## src/rtl/axis_to_pull_pkg.sv

```systemverilog
// Shared defaults for the stream-to-pull adapter: widths and the almost-empty
// threshold derived from the address width.
package axis_to_pull_pkg;

    localparam int DEF_DATA_WIDTH = 8;
    localparam int DEF_ADDR_WIDTH = 4;

    // Half of total capacity (RAM plus head register).
    function automatic int aempty_default(input int aw);
        return 1 << (aw - 1);
    endfunction

endpackage

```

## src/rtl/axis_to_pull_if.sv

```systemverilog
// Bundles the producer-side AXI stream and the consumer-side pull strobe,
// data and status flags of the adapter.
interface axis_to_pull_if
    import axis_to_pull_pkg::*;
#(
    parameter int DATA_WIDTH = DEF_DATA_WIDTH
);
    logic [DATA_WIDTH-1:0] idata;
    logic                  ivalid;
    logic                  iready;
    logic [DATA_WIDTH-1:0] odata;
    logic                  oenable;
    logic                  oaempty;
    logic                  underflow;

    modport master (
        output idata, ivalid, oenable,
        input  iready, odata, oaempty, underflow
    );

    modport slave (
        input  idata, ivalid, oenable,
        output iready, odata, oaempty, underflow
    );
endinterface

```

## src/rtl/simple_dual_port_ram_reg1.sv

```systemverilog
// Simple dual-port RAM: one write port, one read port with a registered output.
// Neither the array nor the output register is reset.
module simple_dual_port_ram_reg1 #(
    parameter int DATA_WIDTH = 8,
    parameter int ADDR_WIDTH = 4
) (
    input  logic                  wclock,
    input  logic                  wenable,
    input  logic [ADDR_WIDTH-1:0] waddr,
    input  logic [DATA_WIDTH-1:0] wdata,
    input  logic                  rclock,
    input  logic                  renable,
    input  logic [ADDR_WIDTH-1:0] raddr,
    output logic [DATA_WIDTH-1:0] rdata
);
    logic [DATA_WIDTH-1:0] mem [2**ADDR_WIDTH];

    always_ff @(posedge wclock) begin
        if (wenable) mem[waddr] <= wdata;
    end

    always_ff @(posedge rclock) begin
        if (renable) rdata <= mem[raddr];
    end
endmodule

```

## src/rtl/axis_to_pull.sv

```systemverilog
// AXI stream to pull-interface adapter: RAM FIFO plus a head register (the RAM
// output register), registered almost-empty flag and sticky underflow.
module axis_to_pull
    import axis_to_pull_pkg::*;
#(
    parameter int DATA_WIDTH   = DEF_DATA_WIDTH,
    parameter int ADDR_WIDTH   = DEF_ADDR_WIDTH,
    parameter int AEMPTY_LIMIT = aempty_default(ADDR_WIDTH)
) (
    input logic           clock,
    input logic           resetn,
    axis_to_pull_if.slave bus
);
    localparam int LEVEL_W = ADDR_WIDTH + 1;

    logic [ADDR_WIDTH-1:0] waddr_q, waddr_d;
    logic [ADDR_WIDTH-1:0] raddr_q, raddr_d;
    logic [ADDR_WIDTH-1:0] size;
    logic [LEVEL_W-1:0]    level;
    logic                  hvalid_q, hvalid_d;
    logic                  running_q;
    logic                  oaempty_q, oaempty_d;
    logic                  underflow_q, underflow_d;
    logic                  iready;
    logic                  wenable;
    logic                  renable;
    logic [DATA_WIDTH-1:0] rdata;

    always_comb begin
        size        = waddr_q - raddr_q;
        // Ready depends on registers only, never on ivalid or oenable.
        iready      = running_q && !(&size);
        wenable     = bus.ivalid && iready;
        renable     = (|size) && (!hvalid_q || bus.oenable);
        waddr_d     = wenable ? waddr_q + ADDR_WIDTH'(1) : waddr_q;
        raddr_d     = renable ? raddr_q + ADDR_WIDTH'(1) : raddr_q;
        hvalid_d    = renable || (hvalid_q && !bus.oenable);
        level       = {1'b0, size} + LEVEL_W'(hvalid_q);
        oaempty_d   = (level < LEVEL_W'(AEMPTY_LIMIT));
        underflow_d = underflow_q || (bus.oenable && !hvalid_q);
    end

    always_ff @(posedge clock or negedge resetn) begin
        if (!resetn) begin
            running_q   <= 1'b0;
            waddr_q     <= '0;
            raddr_q     <= '0;
            hvalid_q    <= 1'b0;
            oaempty_q   <= 1'b1;
            underflow_q <= 1'b0;
        end else begin
            running_q   <= 1'b1;
            waddr_q     <= waddr_d;
            raddr_q     <= raddr_d;
            hvalid_q    <= hvalid_d;
            oaempty_q   <= oaempty_d;
            underflow_q <= underflow_d;
        end
    end

    // The RAM output register doubles as the head word presented to the consumer.
    simple_dual_port_ram_reg1 #(
        .DATA_WIDTH(DATA_WIDTH),
        .ADDR_WIDTH(ADDR_WIDTH)
    ) u_ram (
        .wclock (clock),
        .wenable(wenable),
        .waddr  (waddr_q),
        .wdata  (bus.idata),
        .rclock (clock),
        .renable(renable),
        .raddr  (raddr_q),
        .rdata  (rdata)
    );

    assign bus.odata     = rdata;
    assign bus.iready    = iready;
    assign bus.oaempty   = oaempty_q;
    assign bus.underflow = underflow_q;
endmodule

```

## src/flat_wrapper.sv

```systemverilog
// flat-port wrapper written by rule: the top's interface ports become plain ports
module axis_to_pull_flat import axis_to_pull_pkg::*;
#(
    parameter int DATA_WIDTH   = DEF_DATA_WIDTH,
    parameter int ADDR_WIDTH   = DEF_ADDR_WIDTH,
    parameter int AEMPTY_LIMIT = aempty_default(ADDR_WIDTH)
)
  (clock, resetn, bus_idata, bus_ivalid, bus_oenable, bus_iready, bus_odata, bus_oaempty, bus_underflow);
  axis_to_pull_if #(.DATA_WIDTH(DATA_WIDTH)) bus_i ();
  input logic clock;
  input logic resetn;
  input wire logic [$bits(bus_i.idata)-1:0] bus_idata;
  input wire logic [$bits(bus_i.ivalid)-1:0] bus_ivalid;
  input wire logic [$bits(bus_i.oenable)-1:0] bus_oenable;
  output wire logic [$bits(bus_i.iready)-1:0] bus_iready;
  output wire logic [$bits(bus_i.odata)-1:0] bus_odata;
  output wire logic [$bits(bus_i.oaempty)-1:0] bus_oaempty;
  output wire logic [$bits(bus_i.underflow)-1:0] bus_underflow;
  assign bus_i.idata = bus_idata;
  assign bus_i.ivalid = bus_ivalid;
  assign bus_i.oenable = bus_oenable;
  assign bus_iready = bus_i.iready;
  assign bus_odata = bus_i.odata;
  assign bus_oaempty = bus_i.oaempty;
  assign bus_underflow = bus_i.underflow;
  axis_to_pull #(.DATA_WIDTH(DATA_WIDTH), .ADDR_WIDTH(ADDR_WIDTH), .AEMPTY_LIMIT(AEMPTY_LIMIT)) u_core (.clock(clock), .resetn(resetn), .bus(bus_i));
endmodule
```

## config.mk

```make
export PLATFORM = sky130hd
export DESIGN_NAME = axis_to_pull_flat
export DESIGN_NICKNAME = d
export VERILOG_FILES = /design/src/rtl/axis_to_pull_pkg.sv /design/src/rtl/axis_to_pull_if.sv /design/src/rtl/simple_dual_port_ram_reg1.sv /design/src/rtl/axis_to_pull.sv /design/src/flat_wrapper.sv
export SDC_FILE = /design/constraint.sdc
export NUM_CORES = 1
export LEC_CHECK = 0
export ABC_AREA = 1
export CORE_ASPECT_RATIO = 0.7
export CORE_MARGIN = 1.5
export CORE_UTILIZATION = 60
export CTS_CLUSTER_DIAMETER = 100
export DETAILED_ROUTE_END_ITERATION = 16
export GPL_ROUTABILITY_DRIVEN = 0
export MAX_ROUTING_LAYER = met4
export PLACE_DENSITY = 0.79
export SYNTH_ARGS = -nofsm -noshare
export SYNTH_HDL_FRONTEND = slang
export SYNTH_SLANG_ARGS = --single-unit
```

## constraint.sdc

```tcl
create_clock -name clock -period 3.15 [get_ports clock]
set_clock_uncertainty 0.15 [all_clocks]
set_input_delay 0.945 -clock clock [delete_from_list [all_inputs] [get_ports clock]]
set_output_delay 0.945 -clock clock [all_outputs]
set_load 0.02 [all_outputs]
```

# Word-level counts from Yosys, hierarchy flattened
# Memory sizes are Yosys's and may differ from the RTL's. A register that Yosys moved wholly into a read port is not among the register bits.
# Cells that the tools add are included.
[classes] order_cmp=1 n_reduce_logical=13 muxes=2 addsub=4
[op_table] op="adder 4 x 1 -> 4 bit, second input constant" count=2
[op_table] op="adder 4 x 1 -> 5 bit" count=1
[op_table] op="logical AND 1 bit" count=5
[op_table] op="< comparator 5 x 4 -> 1 bit, second input constant" count=1
[op_table] op="AND reduction 4 bit" count=1
[op_table] op="OR reduction 4 bit" count=1
[op_table] op="subtractor 4 bit" count=1
[op_table] op="logical NOT 1 bit" count=3
[op_table] op="logical OR 1 bit" count=3
[op_table] op="2-to-1 mux 1 bit" count=2
[totals] input_bits=12 ram_bits=128 ff_bits=12 n_memories=1 word_cells=27
[memory_table] memory="u_core.u_ram.mem" words=16 word_bits=8 read_ports=1 rd_clocked_by_memory_dff=1 wr=1 line_no="simple_dual_port_ram_reg1.sv:16" text="logic [DATA_WIDTH-1:0] mem [2**ADDR_WIDTH];"

# Longest topological paths before layout
# Gate-level depths: netlist of run 1.
[depth] word_depth=7 depth_mapped=12

# Modules after synthesis
# From an unflattened synthesis of run 1, not the netlist that was laid out.
[unflattened] cells_unflattened=638 area_unflattened_um2=6588.8
[modules_own_cells] module="simple_dual_port_ram_reg1" cells_per_inst=551 area_each_um2=5846.9 seq_area_each_um2=4083.9 instances=1
[modules_own_cells] module="axis_to_pull" cells_per_inst=87 area_each_um2=742.0 seq_area_each_um2=301.5 instances=1

# Least setup slack after synthesis of run 1
# OpenSTA, ideal clock, no wires.
[synth_timing] path_kind="reg2out" from="reg u_core.raddr_q[1]" to="out bus_iready" n_path_buf=1 path_stages_with_launch=9 arrival_time_ns=1.918 setup_slack_ns=0.137 required_time_ns=2.055 path_cell_list="dfrtp_1 -> buf_2 -> clkinv_1 -> fa_1 -> nand2_1 -> nor2_1 -> nand3_4 -> nand2_1 -> inv_1"
[synth_via] elab_chain_len=4
[synth_lines] element="from (decl)" line_no="axis_to_pull.sv:17" text="logic [ADDR_WIDTH-1:0] raddr_q, raddr_d;"
[synth_lines] element="from (signal assigned)" line_no="axis_to_pull.sv:54" text="raddr_q <= raddr_d;"
[synth_lines] element="subtractor 4 bit" line_no="axis_to_pull.sv:30" text="size = waddr_q - raddr_q;"
[synth_lines] element="AND reduction 4 bit" line_no="axis_to_pull.sv:32" text="iready = running_q && !(&size);"
[synth_lines] element="logical NOT 1 bit" line_no="axis_to_pull.sv:32"
[synth_lines] element="logical AND 1 bit" line_no="axis_to_pull.sv:32"
[synth_lines] element="to (decl)" line_no="flat_wrapper.sv:15" text="output wire logic [$bits(bus_i.iready)-1:0] bus_iready;"
# No other way between the ends.

# Worst setup path in the final report of run 1
[layout_timing] from="reg u_core.waddr_q[0]" to="out bus_iready"
[layout_via] elab_chain_len=4
[layout_lines] element="from (decl)" line_no="axis_to_pull.sv:16" text="logic [ADDR_WIDTH-1:0] waddr_q, waddr_d;"
[layout_lines] element="from (signal assigned)" line_no="axis_to_pull.sv:53" text="waddr_q <= waddr_d;"
[layout_lines] element="subtractor 4 bit" line_no="axis_to_pull.sv:30"
[layout_lines] element="AND reduction 4 bit" line_no="axis_to_pull.sv:32"
[layout_lines] element="logical NOT 1 bit" line_no="axis_to_pull.sv:32"
[layout_lines] element="logical AND 1 bit" line_no="axis_to_pull.sv:32"
# No other way between the ends.

==> results of run 1 <==
-- timing repair --
| action | 4_1_cts | 5_1_grt |
|---|---|---|
| resized for setup | 12 | 6 |
| setup buffers | 0 | 1 |
| pin swaps | 5 | 4 |
| setup endpoints to repair | 1 | 1 |
-- worst max-delay path, delay by kind of cell (launching register included) --
family	cells	cell delay, ns
flops	1	0.38
simple gates	4	0.35
buf+inv	4	0.28
fa+ha+maj	2	0.65
-- sequential cells by signal, summed over array words and instances, names as in the netlist --
signal and count:
u_core.u_ram.mem 128, u_core.waddr_q 4, u_core.u_ram.rdata 8, u_core.raddr_q 4, u_core.running_q 1, u_core.bus.oaempty 1, u_core.hvalid_q 1, u_core.bus.underflow 1
-- cells by family (layout without fill, tap and decap cells) --
group / count (synthesis) / after routing / synth area share, %
and+or+nand+nor: 167 / 167 / 12.0
buffers and inverters: 68 / 119 / 4.58
other: 1 / 1 / 0.0600
AOI/OAI and AO/OA: 114 / 114 / 10.8
DFF: 148 / 148 / 70.2
xor gates and xnor gates: 3 / 3 / 0.420
adders and majority gates: 9 / 9 / 1.92
-- routing by layer --
metal | GRT usage [%] | up-vias | routed length [um]
met5 | - | - | 0
met4 | 9.50 | 0 | 291
met3 | 7.26 | 36 | 1220
met2 | 43.3 | 218 | 6690
met1 | 34.6 | 2006 | 5710
li1 | - | 1892 | -
-- path summary, 6_finish.rpt --
path | endpoint | cells past startpoint | from | slack (ns)
setup / recovery | bus_iready | 10 | u_core.waddr_q[0] | -0.03
hold / removal | u_core.bus.oaempty | 1 | u_core.hvalid_q | 0.36
setup reg to reg | u_core.u_ram.mem[2][3] | 10 | u_core.waddr_q[1] | 0.31
hold reg to reg | u_core.bus.oaempty | 1 | u_core.hvalid_q | 0.36
max in group asynchronous | u_core.raddr_q[0] | 1 | resetn | 1.67
min in group asynchronous | u_core.raddr_q[1] | 1 | resetn | 0.76
-- synth_stat cells (2+ instances only) --
cell	n	area, um2
edfxtp_1	136	4080
nand2_1	62	233
nor2_1	59	221
o21ai_0	56	280
o211ai_1	40	300
inv_1	37	139
nand3_1	24	120
a21oi_1	16	80.1
clkbuf_1	11	41.3
dfrtp_1	11	275
buf_2	10	50.1
nor2_2	9	56.3
ha_1	8	100
nand4_1	4	25.0
buf_1	3	11.3
inv_2	3	11.3
nand2_2	3	18.8
nand3_4	3	52.6
xor2_1	3	26.3
clkinv_1	2	7.51
-- final cells by class --
class                      count  area (um2)
clock buffer                  19         433
clock inverter                13         188
fill                         609        2580
inverter                      42         158
multi-input combinational    294        1610
sequential                   148        4390
tap                          128         160
timing repair buffer          45         398
-- cells in the final DEF (no fill, tap or decap), types with 9 or more instances in the layout --
cell type / n
dfrtp_1: 10
nand3_1: 24
o211ai_1: 40
nand2_1: 60
edfxtp_1: 136
nor2_2: 9
clkdlybuf4s50_1: 21
a21oi_1: 16
o21ai_0: 56
nor2_1: 58
clkbuf_16: 17
inv_1: 34
buf_4: 22
-- metrics by stage --
| stage | cells | power, W | cell area [um2] | setup TNS (ns) | hold WS [ns] |
|---|---|---|---|---|---|
| 3_5_place_dp | 656 | 0.00483 | 6670 | -0.0753 | 0.311 |
| 5_1_grt | 689 | 0.00742 | 7330 | -0.124 | 0.368 |
| 3_3_place_gp | 656 | 0.00474 | 6670 | -0.0351 | 0.308 |
| 4_1_cts | 688 | 0.00702 | 7310 | -0.0533 | 0.349 |
| 2_1_floorplan | 510 | 0.00409 | 6250 | 0 | 0.282 |
| 6_report | 689 | 0.00710 | 7330 | -0.0327 | 0.362 |
-- power by group --
group / internal [W] / leakage (nW) / switching [W]
Combinational: 0.000851 / 0.964 / 0.00165
Clock: 0.00139 / 0.302 / 0.000736
Sequential: 0.00240 / 1.37 / 0.0000849
Total: 0.00464 / 2.64 / 0.00247
==> flow_summary.json, run 1 <==
{
  "synth_fp_nets": 531,
  "die_height_um": 88.4,
  "wl_per_cell_um": 20.2,
  "ctsHoldBuffers": 0,
  "num-nets-final": 569,
  "rsz0062_at_grt": "true",
  "cts_tree": "done",
  "overflow": 0,
  "yosysSeqAreaShare_pct": 70.2,
  "hpwl_um": 8050,
  "route.detailed.drc": 0,
  "hold_violations": 0,
  "fp.coreArea_um2": 9910,
  "cts_root_buffer": "clkbuf_16",
  "cts_buffers": 17,
  "slowest_stage": "fa_2",
  "rows": 30,
  "syn_area_um2": 6250,
  "antenna_left": 0,
  "clockBufferDepth": 2,
  "crit_arrival_ns": 2.09,
  "power_density_nw_per_um2": 970,
  "critPathKind": "flop to output pin",
  "synth_cell_types": 30,
  "slew_violations": 0,
  "grt_max_degree": 93,
  "finalCritPeriodShare_pct": 101,
  "synthCells": 510,
  "via_per_inst": 6.03,
  "drive_above_1_share_pct": 14.1,
  "clock_sinks": 148,
  "antenna_found_initial": 0,
  "die_w_um": 125,
  "die-area_um2": 11000,
  "syn_to_final_growth_pct": 17.3,
  "max_cap_viol_count": 0,
  "clk_pin_slew_worst_paths_ns": 0.06,
  "initial_core_util_pct": 63.1,
  "violations": "negative setup slack",
  "grt_pass1_wl_um": 21000,
  "required_ns": 2.05,
  "synth_edf_count": 136,
  "dp_slack_ns": -0.0753,
  "htree_num_levels": 4,
  "postSynth.asyncResetShare_pct": 8.11,
  "fmax_mhz": 314,
  "hold_class": "flop to flop",
  "ios": 23,
  "grt_util_all_layers_pct": 27.2,
  "syn_avg_cell_area_um2": 12.3,
  "insertion_delay_ns": 0.41,
  "grt_pass1_vias": 4008,
  "routed_wl_um": 13900,
  "numPortBuffers": 22,
  "status": "finished with violations",
  "via_count": 4152,
  "finish.utilization_pct": 74.0,
  "p_leak_nw": 2.64,
  "yosysWarningCount": 0,
  "worst_slack_ns": -0.0327,
  "critical_path.max_fanout": 2,
  "start_kind": "flop",
  "drt_iter0_drc": 522,
  "max_slew.worst_pin.slew_ns": 0.831,
  "cp_cell_sequence": "inv_2, ha_4, inv_2, fa_2, nand2_2, nor2_4, nand3_4, nand2_2, inv_2, buf_6",
  "yosys_register_bits": 148,
  "drt-pass1-iter-count": 5,
  "crit_top_cell": "inv_2",
  "slew_headroom_pct": 44.6,
  "ys_dominant_reg_cell": "edfxtp_1",
  "setup_violations": 1,
  "end_kind": "output pin",
  "critical-path-max-stage-delay_ns": 0.53,
  "n_antenna_cell": 0,
  "vdd.ir_drop.worst_uv": 658,
  "finalCriticalPeriod_ns": 3.18
}
Note: power is estimated with default switching activity, not from simulation.
==> run 2: changes to the inputs <==
--- a/config.mk
+++ b/config.mk
@@ -14,6 +14,7 @@
 export GPL_ROUTABILITY_DRIVEN = 0
 export MAX_ROUTING_LAYER = met4
 export PLACE_DENSITY = 0.79
+export SETUP_SLACK_MARGIN = 0.05
 export SYNTH_ARGS = -nofsm -noshare
 export SYNTH_HDL_FRONTEND = slang
 export SYNTH_SLANG_ARGS = --single-unit
==> results of run 2 <==
Final layout, timing and power as in run 1 (identical DEF).
==> run 3: changes to the inputs <==
--- a/config.mk
+++ b/config.mk
@@ -9,7 +9,7 @@
 export CORE_ASPECT_RATIO = 0.7
 export CORE_MARGIN = 1.5
 export CORE_UTILIZATION = 60
-export CTS_CLUSTER_DIAMETER = 100
+export CTS_BUF_LIST = sky130_fd_sc_hd__clkbuf_16
 export DETAILED_ROUTE_END_ITERATION = 16
 export GPL_ROUTABILITY_DRIVEN = 0
 export MAX_ROUTING_LAYER = met4
==> constraint.sdc (replaced) <==
create_clock -name clock -period 3.15 [get_ports clock]
set_clock_uncertainty 0.15 [all_clocks]
set_input_delay 0.945 -clock clock [delete_from_list [all_inputs] [get_ports clock]]
set_output_delay 0.945 -clock clock [all_outputs]
set_load 0.01 [all_outputs]
==> flow_summary.json, run 3 (same netlist as run 1, synthesis figures left out) <==
{
  "slew_violations": 0,
  "critical_path.max_fanout": 2,
  "antenna_left": 0,
  "initial_core_util_pct": 63.1,
  "grt_max_degree": 93,
  "hold_violations": 0,
  "finish.utilization_pct": 75.3,
  "cts_root_buffer": "clkbuf_16",
  "setup_violations": 1,
  "grt_pass1_vias": 4179,
  "htree_num_levels": 4,
  "via_per_inst": 6.04,
  "min_to": "u_core.bus.underflow",
  "critPathKind": "flop to output pin",
  "route.detailed.drc": 0,
  "routed_wl_um": 14400,
  "max_slew.worst_pin.slew_ns": 0.851,
  "violations": "negative setup slack",
  "numPortBuffers": 22,
  "p_total_w": 0.00737,
  "start_kind": "flop",
  "p_leak_nw": 2.72,
  "grt_util_all_layers_pct": 28.2,
  "clockBufferDepth": 2,
  "vdd.ir_drop.worst_uv": 517,
  "fmax_mhz": 309,
  "die-area_um2": 11000,
  "die_height_um": 88.4,
  "status": "finished with violations",
  "power_density_nw_per_um2": 987,
  "num-nets-final": 582,
  "fp.coreArea_um2": 9910,
  "finalCritPeriodShare_pct": 103,
  "hold_class": "flop to flop",
  "max_cap_viol_count": 0,
  "r2r.worst_path.cells": 12,
  "cts_tree": "done",
  "ff2ff_setup_slack_ns": 0.32,
  "final_cell_mix": "edfxtp_1 (136), nand2_1 (59), nor2_1 (58), o21ai_0 (56), o211ai_1 (40)",
  "overflow": 0,
  "largestRegisters": "u_core.u_ram.mem x128, u_core.u_ram.rdata x8",
  "r2r-end": "u_core.u_ram.mem[3][4]",
  "slew_headroom_pct": 43.2,
  "drt_iter0_drc": 577,
  "via_count": 4237,
  "required_ns": 2.05,
  "min-delay-start": "u_core.bus.underflow",
  "clock_sinks": 148,
  "clk_pin_slew_worst_paths_ns": 0.06,
  "syn_to_final_growth_pct": 19.4,
  "antenna_found_initial": 0,
  "largest_reg_flops": 128,
  "grt_pass1_wl_um": 22200,
  "wl_per_cell_um": 20.6,
  "final_common_cell": "edfxtp_1",
  "end_kind": "output pin",
  "multi_input_area_um2": 1610,
  "die_w_um": 125,
  "hpwl_um": 8230,
  "n_fill_cell": 595,
  "crit_arrival_ns": 2.14,
  "drt-pass1-iter-count": 6,
  "worst_slack_ns": -0.0811,
  "hold_path_depth": 1,
  "insertion_delay_ns": 0.41,
  "drive_above_1_share_pct": 16.7,
  "regArea_um2": 4390,
  "worstReg2RegStart": "u_core.waddr_q[0]",
  "rsz0062_at_grt": "true",
  "top_register": "u_core.u_ram.mem",
  "rows": 30,
  "n_antenna_cell": 0,
  "finalCriticalPeriod_ns": 3.23,
  "cts_buffers": 17,
  "ios": 23
}
## run 3: critical path, cell delays in order (launching register included)
cell and delay (ns):
dfrtp_1 0.38, inv_2 0.11, ha_4 0.16, inv_2 0.04, fa_1 0.51, nand2_2 0.08, nor2_4 0.14, nand3_4 0.08
nand2_2 0.06, inv_2 0.04, buf_6 0.11
## run 3: layer usage
metal	vias to the layer above	wire length, um	share of wire (%)	global-route usage (%)
li1	1920	-	-	-
met1	2065	5770	40	37.2
met2	227	7010	49	45.1
met3	25	1380	9.6	5.62
met4	0	277	1.9	9.50
met5	-	0	0	-
## run 3: metrics by stage
stage / cells / setup TNS (ns) / cell area, um2 / setup slack (ns) / hold WS (ns)
2_1_floorplan: 510 / 0 / 6250 / 0.170 / 0.282
3_3_place_gp: 657 / 0 / 6680 / 0.0210 / 0.313
3_5_place_dp: 657 / -0.0513 / 6680 / -0.0513 / 0.315
4_1_cts: 700 / 0 / 7440 / 0.000268 / 0.331
5_1_grt: 702 / -0.155 / 7460 / -0.155 / 0.359
6_report: 702 / -0.0811 / 7460 / -0.0811 / 0.330
## run 3: worst max-delay path by stage
stage,start,to,slack [ns]
2_1_floorplan,u_core.raddr_q[1],bus_iready,0.17
3_5_place_dp,u_core.waddr_q[0],bus_iready,-0.05
5_1_grt,u_core.waddr_q[0],bus_iready,-0.15
3_3_place_gp,u_core.waddr_q[0],bus_iready,0.02
4_1_cts,u_core.waddr_q[0],bus_iready,0.0003
6_report,u_core.waddr_q[0],bus_iready,-0.08
## run 3: power breakdown
group          switching [W]  leakage, nW  internal (W)  total (W)
logic                0.00165         1.03      0.000977    0.00263
registers          0.0000865         1.37       0.00240    0.00248
clock network       0.000778        0.323       0.00148    0.00226
## run 3: cell type report
type	instances	area share [%]
sequential	148	58.8
multi-input combinational	294	21.5
timing repair buffer	58	6.59
clock buffer	17	5.70
clock inverter	15	3.18
tap	128	2.15
inverter	42	2.11
## run 3: what timing repair did
action / in CTS / in global routing
endpoints found under the setup margin: 1 / 1
pin swaps: 5 / 4
buffers inserted: 11 / 2
gates resized for setup: 11 / 5
hold buffers: 0 / 0
